`src/rtl/serial_adder.sv`:
```
// -----------------------------------------------------------------------------
// serial_adder
//
// Bit-serial ripple adder. It computes a + b + cin modulo 2^WIDTH one bit per
// clock, LSB first, using a single full-adder cell and a carry flip-flop.
// Each operation takes WIDTH RUN cycles. The registered result (sum, cout)
// changes only when an operation completes.
//
// Handshake: start is a request that is sampled only while the FSM is in IDLE,
// which is exactly when busy is 0. A start seen while busy is 1 is dropped, not
// queued. When start is accepted, a/b/cin are captured and busy goes high on
// the next cycle. done is a one-cycle pulse in the first IDLE cycle after the
// last bit. A start in that same cycle is accepted, so back-to-back operations
// produce one result every WIDTH+1 cycles.
//
// Parameters:
//   WIDTH  operand/result width in bits (2..32)
//
// Ports:
//   clk    sole clock, rising edge
//   rst    synchronous active-high reset; aborts any operation in progress
//   start  request to begin an addition (sampled in IDLE only)
//   a, b   operands, captured on accepted start
//   cin    carry-in, captured on accepted start
//   busy   high while an addition is in progress (FSM is in RUN)
//   done   single-cycle result-valid pulse
//   sum    registered result, held until the next completion
//   cout   registered carry out of bit WIDTH-1
//   ovf    (only with SERIAL_ADDER_OVF_EN) registered two's-complement
//          overflow flag, updated at completion
//
// Optional feature macro: SERIAL_ADDER_OVF_EN adds the ovf output and its logic.
// -----------------------------------------------------------------------------
module serial_adder #(
  parameter int WIDTH = 8
) (
  input  logic             clk,
  input  logic             rst,
  input  logic             start,
  input  logic [WIDTH-1:0] a,
  input  logic [WIDTH-1:0] b,
  input  logic             cin,
  output logic             busy,
  output logic             done,
  output logic [WIDTH-1:0] sum,
  output logic             cout
`ifdef SERIAL_ADDER_OVF_EN
  ,
  output logic             ovf
`endif
);

  // The counter has to hold the values 0..WIDTH-1 during an operation.
  // Sizing it for WIDTH+1 values guarantees that cnt+1 never wraps.
  localparam int CW = $clog2(WIDTH + 1);
  localparam logic [CW-1:0] LAST = CW'(WIDTH - 1);

  typedef enum logic {
    IDLE = 1'b0,
    RUN  = 1'b1
  } state_t;

  state_t state;
  state_t state_nxt;

  logic [WIDTH-1:0] a_sr;
  logic [WIDTH-1:0] b_sr;
  logic [WIDTH-1:0] ps;
  logic             carry;
  logic [CW-1:0]    cnt;

  logic             accept;
  logic             last;
  logic             bit_sum;
  logic             carry_nxt;
  logic [WIDTH-1:0] ps_nxt;

  // Full-adder cell acting on the current LSBs of the shift registers.
  always_comb begin
    bit_sum   = a_sr[0] ^ b_sr[0] ^ carry;
    carry_nxt = (a_sr[0] & b_sr[0]) | ((a_sr[0] ^ b_sr[0]) & carry);
    ps_nxt    = {bit_sum, ps[WIDTH-1:1]};
  end

  // Next-state logic. accept and last are the two FSM transition events.
  always_comb begin
    state_nxt = state;
    accept    = 1'b0;
    last      = 1'b0;
    case (state)
      IDLE: begin
        if (start) begin
          accept    = 1'b1;
          state_nxt = RUN;
        end
      end
      RUN: begin
        if (cnt == LAST) begin
          last      = 1'b1;
          state_nxt = IDLE;
        end
      end
      default: state_nxt = IDLE;
    endcase
  end

  always_ff @(posedge clk) begin
    if (rst) begin
      state <= IDLE;
    end else begin
      state <= state_nxt;
    end
  end

  assign busy = (state == RUN);

  always_ff @(posedge clk) begin
    if (rst) begin
      a_sr  <= '0;
      b_sr  <= '0;
      ps    <= '0;
      carry <= 1'b0;
      cnt   <= '0;
      sum   <= '0;
      cout  <= 1'b0;
      done  <= 1'b0;
`ifdef SERIAL_ADDER_OVF_EN
      ovf   <= 1'b0;
`endif
    end else begin
      done <= 1'b0;
      if (accept) begin
        a_sr  <= a;
        b_sr  <= b;
        ps    <= '0;
        carry <= cin;
        cnt   <= '0;
      end else if (state == RUN) begin
        a_sr  <= a_sr >> 1;
        b_sr  <= b_sr >> 1;
        ps    <= ps_nxt;
        carry <= carry_nxt;
        cnt   <= cnt + CW'(1);
        if (last) begin
          // The output registers are loaded only here, so intermediate
          // partial sums are never visible on sum/cout.
          sum  <= ps_nxt;
          cout <= carry_nxt;
          done <= 1'b1;
`ifdef SERIAL_ADDER_OVF_EN
          // On the last bit, the carry register holds the carry into the
          // MSB and carry_nxt is the carry out of the MSB.
          ovf  <= carry ^ carry_nxt;
`endif
        end
      end
    end
  end

endmodule

```
`config.mk`:
```
export PLATFORM = sky130hd
export DESIGN_NAME = serial_adder
export DESIGN_NICKNAME = d
export VERILOG_FILES = /design/src/rtl/serial_adder.sv
export SDC_FILE = /design/constraint.sdc
export NUM_CORES = 1
export LEC_CHECK = 0
export BUFFER_PORTS_ARGS = -buffer_cell sky130_fd_sc_hd__buf_2
export CORE_MARGIN = 2
export CORE_UTILIZATION = 30
export CTS_BUF_LIST = sky130_fd_sc_hd__clkbuf_8
export CTS_CLUSTER_SIZE = 14
export DETAILED_ROUTE_END_ITERATION = 16
export PLACE_DENSITY = 0.51
export SYNTH_ARGS = -nofsm -noshare
export SYNTH_HDL_FRONTEND = slang
export SYNTH_SLANG_ARGS = --single-unit
```
`constraint.sdc`:
```
create_clock -name clk -period 1.6 [get_ports clk]
set_input_delay 0.16 -clock clk [delete_from_list [all_inputs] [get_ports clk]]
set_output_delay 0.16 -clock clk [all_outputs]
set_load 0.005 [all_outputs]
```
==> metrics.csv, run 1 <==
metric,value,unit
fin_crit,1350,ps
worstMarginPinSlew,435,ps
finalMaxSlewViolations,0,
post_cts_buffers,0,
place_hpwl,2060,um
synth_seq_area_share,0.487,
area_delta_synth_final,16.5,%
power.density,954,nW/um^2
clock_path_buffers,2,
portBuffers,30,
antenna_found_initial,0,
critPathKind,reg2reg,
leakage,0.774,nW
worst_slack,251,ps
insertion_delay,270,ps
nFillCells,576,
cts_root_buf,clkbuf_8,
cts_buffers,5,
yosys.area.top_type,dfxtp_1,
start_kind,register,
start_util,0.312,
path_clk_slew,70,ps
drive_above_1_share,0.273,
clock_sinks,39,
coreArea,5140,um^2
netlist_area,1600,um^2
fin_cells,275,
cap_viol_max_count,0,
crit_path_start,busy,
die_w,77.1,um
grt_pass1_wl,5380,um
critPathArrivalTime,1560,ps
critPathMaxFanout,11,
die-area,5940,um^2
ios,31,
synth_top_area_frac,0.487,
grt.overflow.total,0,
syn-instance-count,175,
hold_class,in2reg,
viasPerCell,4.33,
end_kind,register,
htreeDepth,2,
max_slew_margin,0.710,
final_cell_mix,"nand2_1, dfxtp_1, buf_2",
final_util,0.363,
cts_hold_buf,0,
grt_pass1_vias,1152,
rsz0062_at_grt,false,
synth_seq_cells,39,
wl_per_cell,11.0,um
ir_drop,0.000574,V
mostFrequentLayoutCell,nand2_1,
die_y,77.1,um
synth_area_per_cell,9.16,um^2
fin_nets,228,
place_ws,252,ps
setup_violations,0,
synth_warnings,0,
ant_nets,0,
finalHoldViolations,0,
grt_util_all_layers,0.113,
max_freq,741,MHz
syn_nets,197,
min_from,b[7],
finalCritPeriodShare,0.843,
whs,165,ps
drc_errors,0,
status,finished clean,
required,1810,ps
diodes,0,
routed_wl,3040,um
yosys-top-cells-area,"dfxtp_1, nand2_1, mux2_2",
cts_tree,built,
r2r-start,busy,
ys_types,22,
tns,0,ps
drt_first_pass_iters,4,
numPlacedInstances,269,
grt_max_degree,29,
place.gp.congestion,0.638,
fin_worst_skew,3.09,ps
post_cts_resized,0,
vias,1191,
drtIter0Drc,35,
rows,26,
-- synth_stat cells, drive strengths merged --
| cell | instances |
|---|---|
| mux2i | 10 |
| and4b | 1 |
| dfxtp | 39 |
| ha | 1 |
| fa | 1 |
| xnor2 | 1 |
| nand4b | 1 |
| nor2 | 13 |
| nand4 | 1 |
| xor2 | 2 |
| clkbuf | 1 |
| mux2 | 15 |
| nand2 | 49 |
| inv | 1 |
| a21oi | 24 |
| buf | 11 |
| nor3 | 3 |
| a21o | 1 |
-- routing by layer --
metal,global-route usage,part of all wire,vias up
met5,0,0,-
met4,0.0375,0.0056,0
met3,0.0424,0.053,2
met2,0.176,0.46,22
met1,0.145,0.48,533
li1,-,-,634
-- flip-flops by register name (all words and copies together), names as in the netlist --
signal / flops
done: 1
cnt: 4
cout: 1
sum: 8
busy: 1
ps: 7
b_sr: 8
carry: 1
a_sr: 8
-- final timing paths --
kind / to / slack [ps] / cells past startpoint
worst max-delay path: sum[7] / 250 / 3
worst min-delay path: b_sr[7] / 170 / 3
worst max register to register: sum[7] / 250 / 3
worst min register to register: sum[5] / 450 / 2
-- final cells by class --
type                       instances  area [um^2]  area share
inverter                           1         3.75     0.00201
timing repair buffer              36          195       0.104
tap                               70         87.6      0.0469
clock buffer                       5         68.8      0.0368
multi-input combinational        123          728       0.390
sequential                        39          781       0.418
clock inverter                     1         3.75     0.00201
-- cells by family (layout without fill, tap and decap cells) --
| logic type | after synthesis | count (layout) | share of synthesized area |
|---|---|---|---|
| compound gates | 25 | 25 | 0.0796 |
| mux | 25 | 25 | 0.168 |
| flops | 39 | 39 | 0.487 |
| fa+ha+maj | 2 | 2 | 0.0203 |
| xor+xnor | 3 | 3 | 0.0164 |
| simple gates | 68 | 68 | 0.170 |
| buf+inv | 13 | 43 | 0.0585 |
-- worst max-delay path, cell delays in order, from the launching register on --
cell	delay (ps)
dfxtp_1	540
and4b_1	510
nand2_1	100
a21oi_1	140
-- report_power, final --
group          switching (W)  leakage (nW)  total, W  internal (W)
Sequential         0.0000212         0.317   0.00102       0.00100
Clock               0.000300        0.0413  0.000584      0.000284
Combinational      0.0000852         0.416  0.000175     0.0000894
-- through the flow --
step / total power, W / instance area, um^2
after detailed placement: 0.00122 / 1800
final: 0.00178 / 1870
after floorplan: 0.00118 / 1600
after CTS: 0.00181 / 1870
after global placement: 0.00122 / 1800
after global routing: 0.00190 / 1870
No activity file was read; power rests on OpenSTA's default activity.
==> run 2: changes to the inputs <==
- clock period: 1.6 -> 1.4 ns (I/O delays scaled with it)
==> run 2 against run 1 <==
- sequential power rose by 15%
- worst hold slack worse by 30 ps
- via count up 1.3%
- cell area up 2.9%
- fmax rose by 10%
- utilization is 1.0 points higher
- register-to-register slack got worse by 70 ps
- sequential share of layout area decreased by 1.2 points
- first-iteration DRC count down 26%
- global-route usage is 0.25 points lower
- routed wire length is 1.0% lower
- total power rose by 31%
- largest cell class unchanged
- largest power group unchanged
- highest routed layer unchanged
==> metrics.csv, run 2 (synthesized netlist as in run 1, its figures left out) <==
metric,value,unit,change
drive_above_1_share,0.293,,+0.0201
r2r-start,cnt[0],,
status,finished clean,,
insertion_delay,290,ps,+20 ps
ir_drop,0.000610,V,+6.4%
wl_per_cell,10.8,um,-2.1%
mostFrequentLayoutCell,nand2_1,,
slowest_delay,370,ps,-170 ps
cts_root_buf,clkbuf_8,,
place.gp.congestion,0.658,,+3.0%
post_cts_buffers,0,,unchanged
start_kind,register,,
clock_sinks,39,,unchanged
htreeDepth,2,,unchanged
die-area,5940,um^2,unchanged
place_hpwl,1980,um,-3.8%
rows,26,,unchanged
ios,31,,unchanged
leakage,0.798,nW,+3.1%
max_slew_margin,0.719,,+0.00928
die_w,77.1,um,unchanged
min_from,b[7],,
critPathKind,reg2reg,,
grt_pass1_vias,1163,,+0.95%
grt.overflow.total,0,,unchanged
hold_end,b_sr[7],,
reg2reg_slack,180,ps,-70 ps
fin_worst_skew,2.89,ps,-0.198 ps
rsz0062_at_grt,false,,
end_kind,register,,
slowest_stage,dfxtp_1,,
finalHoldViolations,0,,unchanged
cts_buffers,5,,unchanged
portBuffers,30,,unchanged
critPathMaxFanout,10,,-1
hold_class,in2reg,,
critPathArrivalTime,1440,ps,-120 ps
r2r_cells,4,,+1
clock_path_buffers,2,,unchanged
grt_pass1_wl,5150,um,-4.2%
final_util,0.374,,+0.0105
max_freq,818,MHz,+10%
hold_depth,3,,unchanged
ant_nets,0,,unchanged
die_y,77.1,um,unchanged
fin_nets,229,,+0.44%
diodes,0,,unchanged
drc_errors,0,,unchanged
tns,0,ps,unchanged
fin_crit,1220,ps,-127 ps
finalMaxSlewViolations,0,,unchanged
routed_wl,3010,um,-1.0%
largestRegisters,"a_sr: 8 flops, b_sr: 8 flops, sum: 8 flops",,
setup_violations,0,,unchanged
vias,1207,,+1.3%
drtIter0Drc,26,,-26%
path_clk_slew,70,ps,about the same
rr_endpoint,cout,,
grt_util_all_layers,0.111,,-0.00248
viasPerCell,4.34,,+0.25%
final_cell_mix,"nand2_1, dfxtp_1, buf_2",,
antenna_found_initial,0,,unchanged
required,1620,ps,-190 ps
grt_max_degree,29,,unchanged
area_delta_synth_final,19.9,%,
drt_first_pass_iters,4,,unchanged
cap_viol_max_count,0,,unchanged
coreArea,5140,um^2,unchanged
start_util,0.312,,unchanged
power.density,1210,nW/um^2,+27%
worstMarginPinSlew,421,ps,-13.9 ps
finalCritPeriodShare,0.873,,+0.0298
cp_cell_sequence,ha_1 > and4b_2 > nand2_1 > a21oi_1,,
cts_tree,built,,
crit_path_start,cnt[0],,
run 2: cell types whose count changed in the layout (fill, tap and decap cells not counted):
cell	change
and4b_1	-1
inv_1	-1
clkbuf_8	+1
buf_4	+1
bufinv_16	+1
and4b_2	+1
clkinv_2	+1
run 2: worst max path at each step:
stage / to / cells past startpoint
2_1_floorplan: cout / 4
3_3_place_gp: cout / 4
3_5_place_dp: cout / 4
4_1_cts: cout / 4
5_1_grt: sum[5] / 4
6_report: cout / 4
run 2: critical path: cells and delay by family (launching register included):
family / cells / cell delay (ps)
adders and majority gates: 1 / 200
DFF: 1 / 370
and+or+nand+nor: 2 / 450
AOI/OAI and AO/OA: 1 / 130
run 2: per-stage QoR:
step	cells	total power (W)	setup WS (ps)	hold WS (ps)	area [um^2]
finish	278	0.00233	178	135	1920
global route	278	0.00243	66.7	174	1920
CTS	278	0.00237	45.4	134	1920
detailed placement	270	0.00140	57.1	439	1800
global placement	270	0.00140	127	436	1800
floorplan	175	0.00135	283	326	1600
run 2: area by class of cell:
class,instances,area [um^2]
fill,567,3220
sequential,39,781
multi-input combinational,123,729
timing repair buffer,37,203
tap,70,87.6
clock buffer,6,82.6
clock inverter,2,35.0
inverter,1,3.75
run 2: layer usage:
layer	up-vias	routed length (um)	track usage
met1	537	1360	0.118
met3	6	183	0.0447
met5	-	0	0
li1	639	-	-
met4	0	65	0.0589
met2	25	1400	0.189
run 2: power by group:
| part | internal [W] | leakage, nW | switching (W) |
|---|---|---|---|
| registers | 0.00115 | 0.317 | 0.0000206 |
| logic | 0.000103 | 0.420 | 0.0000992 |
| clock network | 0.000576 | 0.0612 | 0.000384 |
| total | 0.00182 | 0.798 | 0.000503 |
run 2: repair_timing:
item	4_1_cts	5_1_grt
setup endpoints to repair	0	9
hold buffers	0	0
resized for setup	0	1
